**src/rtl/sub_bytes_seq.sv**
```systemverilog
// Iterative AES SubBytes: a 128-bit state is substituted BYTES_PER_CYCLE bytes per clock.
// valid/ready: a transfer happens on a rising edge where valid and ready are both high.
module sub_bytes_seq #(
    parameter int BYTES_PER_CYCLE = 4
) (
    input  logic         clk,
    input  logic         rst_n,
    input  logic         in_valid,
    output logic         in_ready,
    input  logic [127:0] in_data,
    output logic         out_valid,
    input  logic         out_ready,
    output logic [127:0] out_data,
    output logic         busy
);

    localparam int N  = 16 / BYTES_PER_CYCLE;
    localparam int CW = (N > 1) ? $clog2(N) : 1;
    localparam logic [CW-1:0] LAST = CW'(N - 1);

    if (!(BYTES_PER_CYCLE == 1 || BYTES_PER_CYCLE == 2 || BYTES_PER_CYCLE == 4 ||
          BYTES_PER_CYCLE == 8 || BYTES_PER_CYCLE == 16)) begin : g_bad_bpc
        $error("sub_bytes_seq: BYTES_PER_CYCLE must be 1, 2, 4, 8 or 16");
    end

    typedef enum logic [1:0] {IDLE, BUSY, DONE} state_e;

    state_e         state_q, state_d;
    logic [CW-1:0]  cnt_q, cnt_d;
    logic [127:0]   data_q, data_d;
    logic [6:0]     lsb;

    function automatic logic [7:0] gf_mul(input logic [7:0] a, input logic [7:0] b);
        logic [7:0] p;
        logic [7:0] x;
        p = '0;
        x = a;
        for (int i = 0; i < 8; i++) begin
            if (b[i]) p = p ^ x;
            x = {x[6:0], 1'b0} ^ (x[7] ? 8'h1b : 8'h00);
        end
        return p;
    endfunction

    // Inverse as b^254 (0 maps to 0), followed by the FIPS-197 affine transform.
    function automatic logic [7:0] sbox(input logic [7:0] b);
        logic [7:0] inv;
        logic [7:0] sq;
        inv = 8'h01;
        sq  = b;
        for (int i = 1; i < 8; i++) begin
            sq  = gf_mul(sq, sq);
            inv = gf_mul(inv, sq);
        end
        return inv ^ {inv[6:0], inv[7]} ^ {inv[5:0], inv[7:6]} ^
               {inv[4:0], inv[7:5]} ^ {inv[3:0], inv[7:4]} ^ 8'h63;
    endfunction

    always_comb begin
        state_d = state_q;
        cnt_d   = cnt_q;
        data_d  = data_q;
        lsb     = '0;
        case (state_q)
            IDLE: begin
                if (in_valid && in_ready) begin
                    data_d  = in_data;
                    cnt_d   = '0;
                    state_d = BUSY;
                end
            end
            BUSY: begin
                for (int j = 0; j < BYTES_PER_CYCLE; j++) begin
                    lsb = 7'(8 * (15 - (int'(cnt_q) * BYTES_PER_CYCLE + j)));
                    data_d[lsb +: 8] = sbox(data_q[lsb +: 8]);
                end
                // Counter parks at the last chunk instead of wrapping.
                if (cnt_q == LAST) begin
                    state_d = DONE;
                end else begin
                    cnt_d = cnt_q + CW'(1);
                end
            end
            DONE: begin
                if (out_ready) state_d = IDLE;
            end
            default: state_d = IDLE;
        endcase
    end

    always_ff @(posedge clk) begin
        if (!rst_n) begin
            state_q <= IDLE;
            cnt_q   <= '0;
            data_q  <= '0;
        end else begin
            state_q <= state_d;
            cnt_q   <= cnt_d;
            data_q  <= data_d;
        end
    end

    assign in_ready  = rst_n && (state_q == IDLE);
    assign busy      = rst_n && (state_q == BUSY);
    assign out_valid = rst_n && (state_q == DONE);
    assign out_data  = data_q;

endmodule

```
**config.mk**
```make
export PLATFORM = sky130hd
export DESIGN_NAME = sub_bytes_seq
export DESIGN_NICKNAME = d
export VERILOG_FILES = /design/src/rtl/sub_bytes_seq.sv
export SDC_FILE = /design/constraint.sdc
export NUM_CORES = 2
export LEC_CHECK = 0
export ABC_AREA = 1
export CAP_MARGIN = 10
export CORE_AREA = 10 10 426 428
export DETAILED_ROUTE_END_ITERATION = 12
export DIE_AREA = 0 0 436 438
export PLACE_DENSITY_LB_ADDON = 0.05
export REMOVE_ABC_BUFFERS = 1
export SLEW_MARGIN = 20
export SYNTH_ARGS = -nofsm -noshare
export SYNTH_HDL_FRONTEND = slang
export SYNTH_SLANG_ARGS = --single-unit
```
**constraint.sdc**
```tcl
create_clock -name clk -period 19.1 [get_ports clk]
set_input_delay 2.865 -clock clk [delete_from_list [all_inputs] [get_ports clk]]
set_output_delay 2.865 -clock clk [all_outputs]
set_load 0.01 [all_outputs]
```
# Word level (Yosys, flattened, before mapping)

Index checks and enable logic that the tools add are counted.

Logic and storage cells: 2092
Flip-flop bits (word level): 132
Input port bits: 132
Output and inout bits: 131

Shift-type cells: 12
Muxes and demuxes: 1273
Add/subtract/negate cells: 12
Bitwise gates (word level): 776
Equal/unequal tests: 7
Reductions and logical operators: 9

Operator list:

| kind                                                                     | count |
|---|---|
| 8-bit 2-to-1 mux                                                         | 868 |
| 8-bit XOR                                                                | 380 |
| 8-bit by 5-bit XOR with 8-bit output                                     | 364 |
| 5-bit 2-to-1 mux                                                         | 368 |
| 128-bit bitwise mux                                                      | 4 |
| 8-bit by 9-bit variable shift with 128-bit output (first input constant) | 4 |
| 128-bit by 8-bit indexed part select with 8-bit output                   | 4 |
| 8-bit by 9-bit indexed part select with 128-bit output                   | 4 |
| 128-bit one-hot mux with 2 select lines                                  | 1 |
| 128-bit 2-to-1 mux                                                       | 1 |
| 7-bit negation with 9-bit output                                         | 4 |
| 7-bit 2-to-1 mux                                                         | 4 |
| 1-bit inverter                                                           | 28 |
| 6-bit 2-to-1 mux                                                         | 4 |
| 2-bit 2-to-1 mux                                                         | 9 |
| 4-bit 2-to-1 mux                                                         | 4 |
| 4-bit inverter                                                           | 4 |
| 4-bit subtractor (first input constant)                                  | 4 |
| 3-bit 2-to-1 mux                                                         | 4 |
| 4-bit by 2-bit adder with 4-bit output (second input constant)           | 2 |
| 2-bit != test (second input constant)                                    | 4 |
| 2-bit one-hot mux with 3 select lines                                    | 1 |
| 3-bit AND reduction                                                      | 2 |
| 4-bit by 1-bit adder with 4-bit output (second input constant)           | 1 |
| 9 further kinds                                                          | 16 |

# Longest topological paths before layout

Depth after elaboration: 197
Mapped depth: 136
Depth with buffers taken out: 131

# Least setup slack after synthesis

No wires, ideal clock.

Path type: register -> register
From: register cnt_q[0]
To: register data_q[36] (netlist: out_data[36])
Arrival: 12938 ps
Stages on the path, launching flop included: 108
Data required time: 19030 ps
Library setup time: 70 ps
Path buffers: 12
Setup slack: 6092 ps
Period minus slack after synthesis: 13008 ps
Cell sequence: dfxtp_1 -> buf_6 -> buf_8 -> nand2_2 -> nand3_1 -> nand2_1 -> buf_4 -> buf_6 -> ha_1 -> inv_1 -> nand3_1 -> nand3_2 -> nand2_1 -> nand2_1 -> nand2_1 -> nand2_1 -> inv_1 -> nand2_1 -> (+72 left out) -> nand2_1 -> nand2_1 -> inv_1 -> nand2_1 -> nand2_1 -> nand2_1 -> nand2_1 -> nand2_1 -> inv_1 -> nor2_2 -> nand2_1 -> nand2_1 -> nand2_1 -> nand3_1 -> nand2_1 -> nor2_1 -> nand3_1 -> a21oi_1

Cells in the longest elaborated chain, start to end: 197
Elaborated cells on any way between the ends: 2036
Those cells by class: add/sub: 11; shift: 12; mux: 1265; bitwise: 748

Ends and longest elaborated chain:

| element                                                                                                   | RTL line | RTL |
|---|---|---|
| start, declared                                                                                           | 29       | `logic [CW-1:0] cnt_q, cnt_d;` |
| start signal, assigned                                                                                    | 98       | `cnt_q <= cnt_d;` |
| 4-bit by 1-bit adder with 4-bit output / 4-bit subtractor (equally long branches)                         | 74       | `lsb = 7'(8 * (15 - (int'(cnt_q) * BYTES_PER_CYCLE + j)));` |
| 4-bit subtractor / 128-bit by 8-bit indexed part select with 8-bit output (equally long branches)         | 74, 75   |  |
| 128-bit by 8-bit indexed part select with 8-bit output, or another cell as far along                      | 75       | `data_d[lsb +: 8] = sbox(data_q[lsb +: 8]);` |
| 8-bit 2-to-1 mux, or another cell as far along                                                            | 39       | `if (b[i]) p = p ^ x;` |
| 8-bit 2-to-1 mux, or another cell as far along                                                            | 64       | `case (state_q)` |
| 8-bit XOR / 8-bit 2-to-1 mux (equally long branches)                                                      | 39       |  |
| 8-bit 2-to-1 mux (on tied branches)                                                                       | 39, 64   |  |
| 8-bit 2-to-1 mux / 8-bit XOR (equally long branches)                                                      | 64, 39   |  |
| (+179 left out)                                                                                           | n/a      |  |
| 8-bit XOR (2 in a row)                                                                                    | 55       | `return inv ^ {inv[6:0], inv[7]} ^ {inv[5:0], inv[7:6]} ^` |
| 8-bit XOR (on tied branches)                                                                              | 55, 56   |  |
| 8-bit XOR / 4-bit inverter (equally long branches)                                                        | n/a      |  |
| 4-bit inverter (no line) / 8-bit by 9-bit indexed part select with 128-bit output (equally long branches) | n/a      |  |
| 8-bit by 9-bit indexed part select with 128-bit output / 128-bit bitwise mux (equally long branches)      | 75       |  |
| 128-bit bitwise mux (2 in a row)                                                                          | 75       |  |
| 128-bit bitwise mux *                                                                                     | 75       |  |
| 128-bit one-hot mux with 2 select lines *                                                                 | 64       |  |
| end signal, assigned                                                                                      | 99       | `data_q <= data_d;` |
| end, declared                                                                                             | 30       | `logic [127:0] data_q, data_d;` |

Mark *: on every way between the ends. The rest lies on a longest branch, timed or not. The select of a mux whose other input is x is not followed.
A chain may end at the register's enable or synchronous reset.

# Worst setup path after layout

From: register cnt_q[0]
To: register data_q[100] (netlist: out_data[100])

Same word-level chain as after synthesis.

==> results_dict.tcl <==
set metrics [dict create \
    rsz0062_at_grt "no" \
    synth_edf_count 0 \
    drt_iter0_markers 8854 \
    root_buffer "clkbuf_16" \
    critPathMaxFanout 58 \
    arrival_ns 18.03 \
    relSlewSlack_pct 21.5 \
    antenna_found_initial 4 \
    tightest_slew_ns 1.18 \
    slew_violations 0 \
    ys_seq_elements 132 \
    grt_pass1_wl_um 464000 \
    critPathMaxStageDelay_ns 0.66 \
    grt_pass1_vias 84400 \
    die_height_um 438 \
    track_usage_pct 29.1 \
    grt.overflow.total 0 \
    path_class "reg2reg" \
    post-route-period-util_pct 92.3 \
    synth_area_sq_um 77300 \
    synthFlopType "dfxtp_1" \
    dieArea_sq_um 191000 \
    drc 0 \
    synth_top_family_by_area "simple AND/OR/NAND/NOR gates" \
    r2r_cells 101 \
    syn2layout_area_growth_pct 4.00 \
    layout.cells.non_filler 17300 \
    path_clk_slew_ns 0.07 \
    cts-resized-gates 0 \
    cp-start-kind "register" \
    vias 93400 \
    cts-hold-fix-buffers 0 \
    drive_above_1_share_pct 11.1 \
    muxShareOfSynthArea_pct 0 \
    cts.sinks 132 \
    avgSynthCellArea_sq_um 5.15 \
    path_buf_inv 15 \
    clock_path_buffers 2 \
    fin_hold_ws_ns 0.571 \
    cts_setup_buffers 0 \
    min_to "out_data[40]" \
    cp-end-kind "register" \
    fp-row-count 153 \
    min_path_cells 2 \
    synth_compound_area_share_pct 5.67 \
    setup_violations 0 \
    start_util_pct 44.6 \
    crit_top_cell "nand2_1" \
    wire_per_inst_um 17.1 \
    die_w_um 436 \
    r2r_slack_ns 1.46 \
    layout.nets 15100 \
    cap_viol_max_count 0 \
    synthArstFlopShare_pct 0 \
    fmax_ghz 0.0567 \
    crit_required_ns 19.49 \
    dr.pass1.iters 8 \
    r2r-start "cnt_q[0]" \
    skew_ns 0.0145 \
    synthAdderAreaFrac_pct 0.373 \
    syn_inst 15000 \
    ant_nets 0 \
    io_buffers 262 \
    h-tree-depth 4 \
    synth-xor-area-share_pct 14.5 \
    grt_max_degree 79 \
    crit_slowest_cell "buf_4" \
    fin_tns_setup_ns 0 \
    synthSimpleGateAreaFrac_pct 63.1 \
    hp-class "reg2reg" \
    cts_buffers 17 \
    ios 263 \
    core_area_sq_um 173000 \
    ys_types 70 \
    yosys_warnings 0 \
    cts_tree "done" \
    place_hpwl_um 233000 \
    yosysSeqAreaShare_pct 3.42 \
    critPathTopFamily "simple AND/OR/NAND/NOR gates" \
    reg2reg_to "out_data[100]" \
    routed_wl_um 296000 \
    final_core_util_pct 46.4 \
    fin_crit_ns 17.64 \
    hold_viol_final 0 \
    status "finished, final reports clean" \
    gp_congestion 0.948 \
    min_from "out_data[40]" \
    clk_latency_ns 0.48 \
    via_per_inst 5.41 \
    dp_cells 17200 \
]
==> per-layer routing <==
metal	track usage, %	part of all wire (%)	wire length, um	vias to the layer above
met4	11.1	4.1	12200	0
met5	0	0	0	-
met1	39.5	45	132000	42800
met2	47.8	45	132000	3367
met3	2.27	6.4	18900	484
li1	-	-	-	46800
==> cell families (layout without fill, tap and decap cells) <==
family          after synthesis  count (layout)
compound gates              788             788
xor+xnor                   1161            1161
fa+ha+maj                    23              23
buf+inv                    2104            2053
flops                       132             132
other cells                   0               7
simple gates              10800           10800
==> area by class of cell <==
type	count	area (sq um)
fillers	19500	92700
repair buffers	319	3060
clock buffers	18	439
well taps	2325	2910
inverters	1705	6510
clock inverters	11	109
multi-input cells	12800	64600
flip-flops and latches	132	2650
diodes	7	17.5
==> synth_stat cells (68+ instances only) <==
library cell / instances / area share (%)
nand2_1: 6122 / 30
nand3_1: 2130 / 14
inv_1: 1354 / 6.6
nor2_1: 995 / 4.8
xor2_1: 728 / 8.3
nand2_2: 693 / 5.6
xnor2_1: 321 / 3.6
inv_2: 276 / 1.3
o21ai_0: 274 / 1.8
a21oi_1: 273 / 1.8
nand4_1: 185 / 1.5
nand3b_1: 166 / 1.6
nand2_4: 161 / 2.3
dfxtp_1: 132 / 3.4
nand3_2: 128 / 1.7
buf_6: 94 / 1.4
buf_4: 90 / 0.87
o21ai_1: 86 / 0.56
buf_2: 75 / 0.49
or2_1: 68 / 0.55
==> flip-flops by register name, summed over array words and instances, names as in the netlist <==
register and count:
out_data 128, cnt_q 2, state_q 2
==> worst max-delay path by stage <==
stage	start	to	slack [ns]	cells after the start
floorplan	cnt_q[0]	out_data[100]	1.32	96
global placement	cnt_q[0]	out_data[44]	1.48	92
detailed placement	cnt_q[0]	out_data[78]	1.34	94
CTS	cnt_q[0]	out_data[46]	1.30	94
global route	cnt_q[0]	out_data[36]	0.04	100
finish	cnt_q[0]	out_data[100]	1.46	101
==> metrics by stage <==
step | setup WS, ns | cell area [sq um]
after detailed placement | 1.34 | 79700
after global routing | 0.0388 | 80300
after global placement | 1.48 | 79700
after CTS | 1.30 | 80300
final | 1.46 | 80300
after floorplan | 1.32 | 73700
==> placed cells by master (no fill, tap or decap), types with 11 or more instances in the layout <==
master	instances
xnor2_2	39
xor2_2	56
clkinv_1	37
nor2_4	21
buf_4	56
o21bai_1	54
nand3_1	2130
a21oi_1	273
o21ai_1	86
ha_1	23
nand3b_1	166
o21ai_0	274
a21o_1	11
or2_2	25
inv_4	25
nand2_4	161
clkbuf_16	17
nor2_2	54
clkdlybuf4s50_1	261
inv_2	279
nand2_2	698
nand4_1	185
xnor2_1	320
xor2_1	727
a21oi_2	28
o211ai_1	22
nand3_2	128
nor2_1	991
dfxtp_1	130
o22ai_1	20
or2_1	68
nand2_1	6117
inv_1	1349
==> worst min-delay path, cell delays in order (launching register included) <==
cell and delay, ns:
dfxtp_1 0.33, o21ai_0 0.15, a21oi_1 0.05
Power is not shown: default switching activity piles up to over one toggle a cycle in this logic, so the estimate is an artifact.
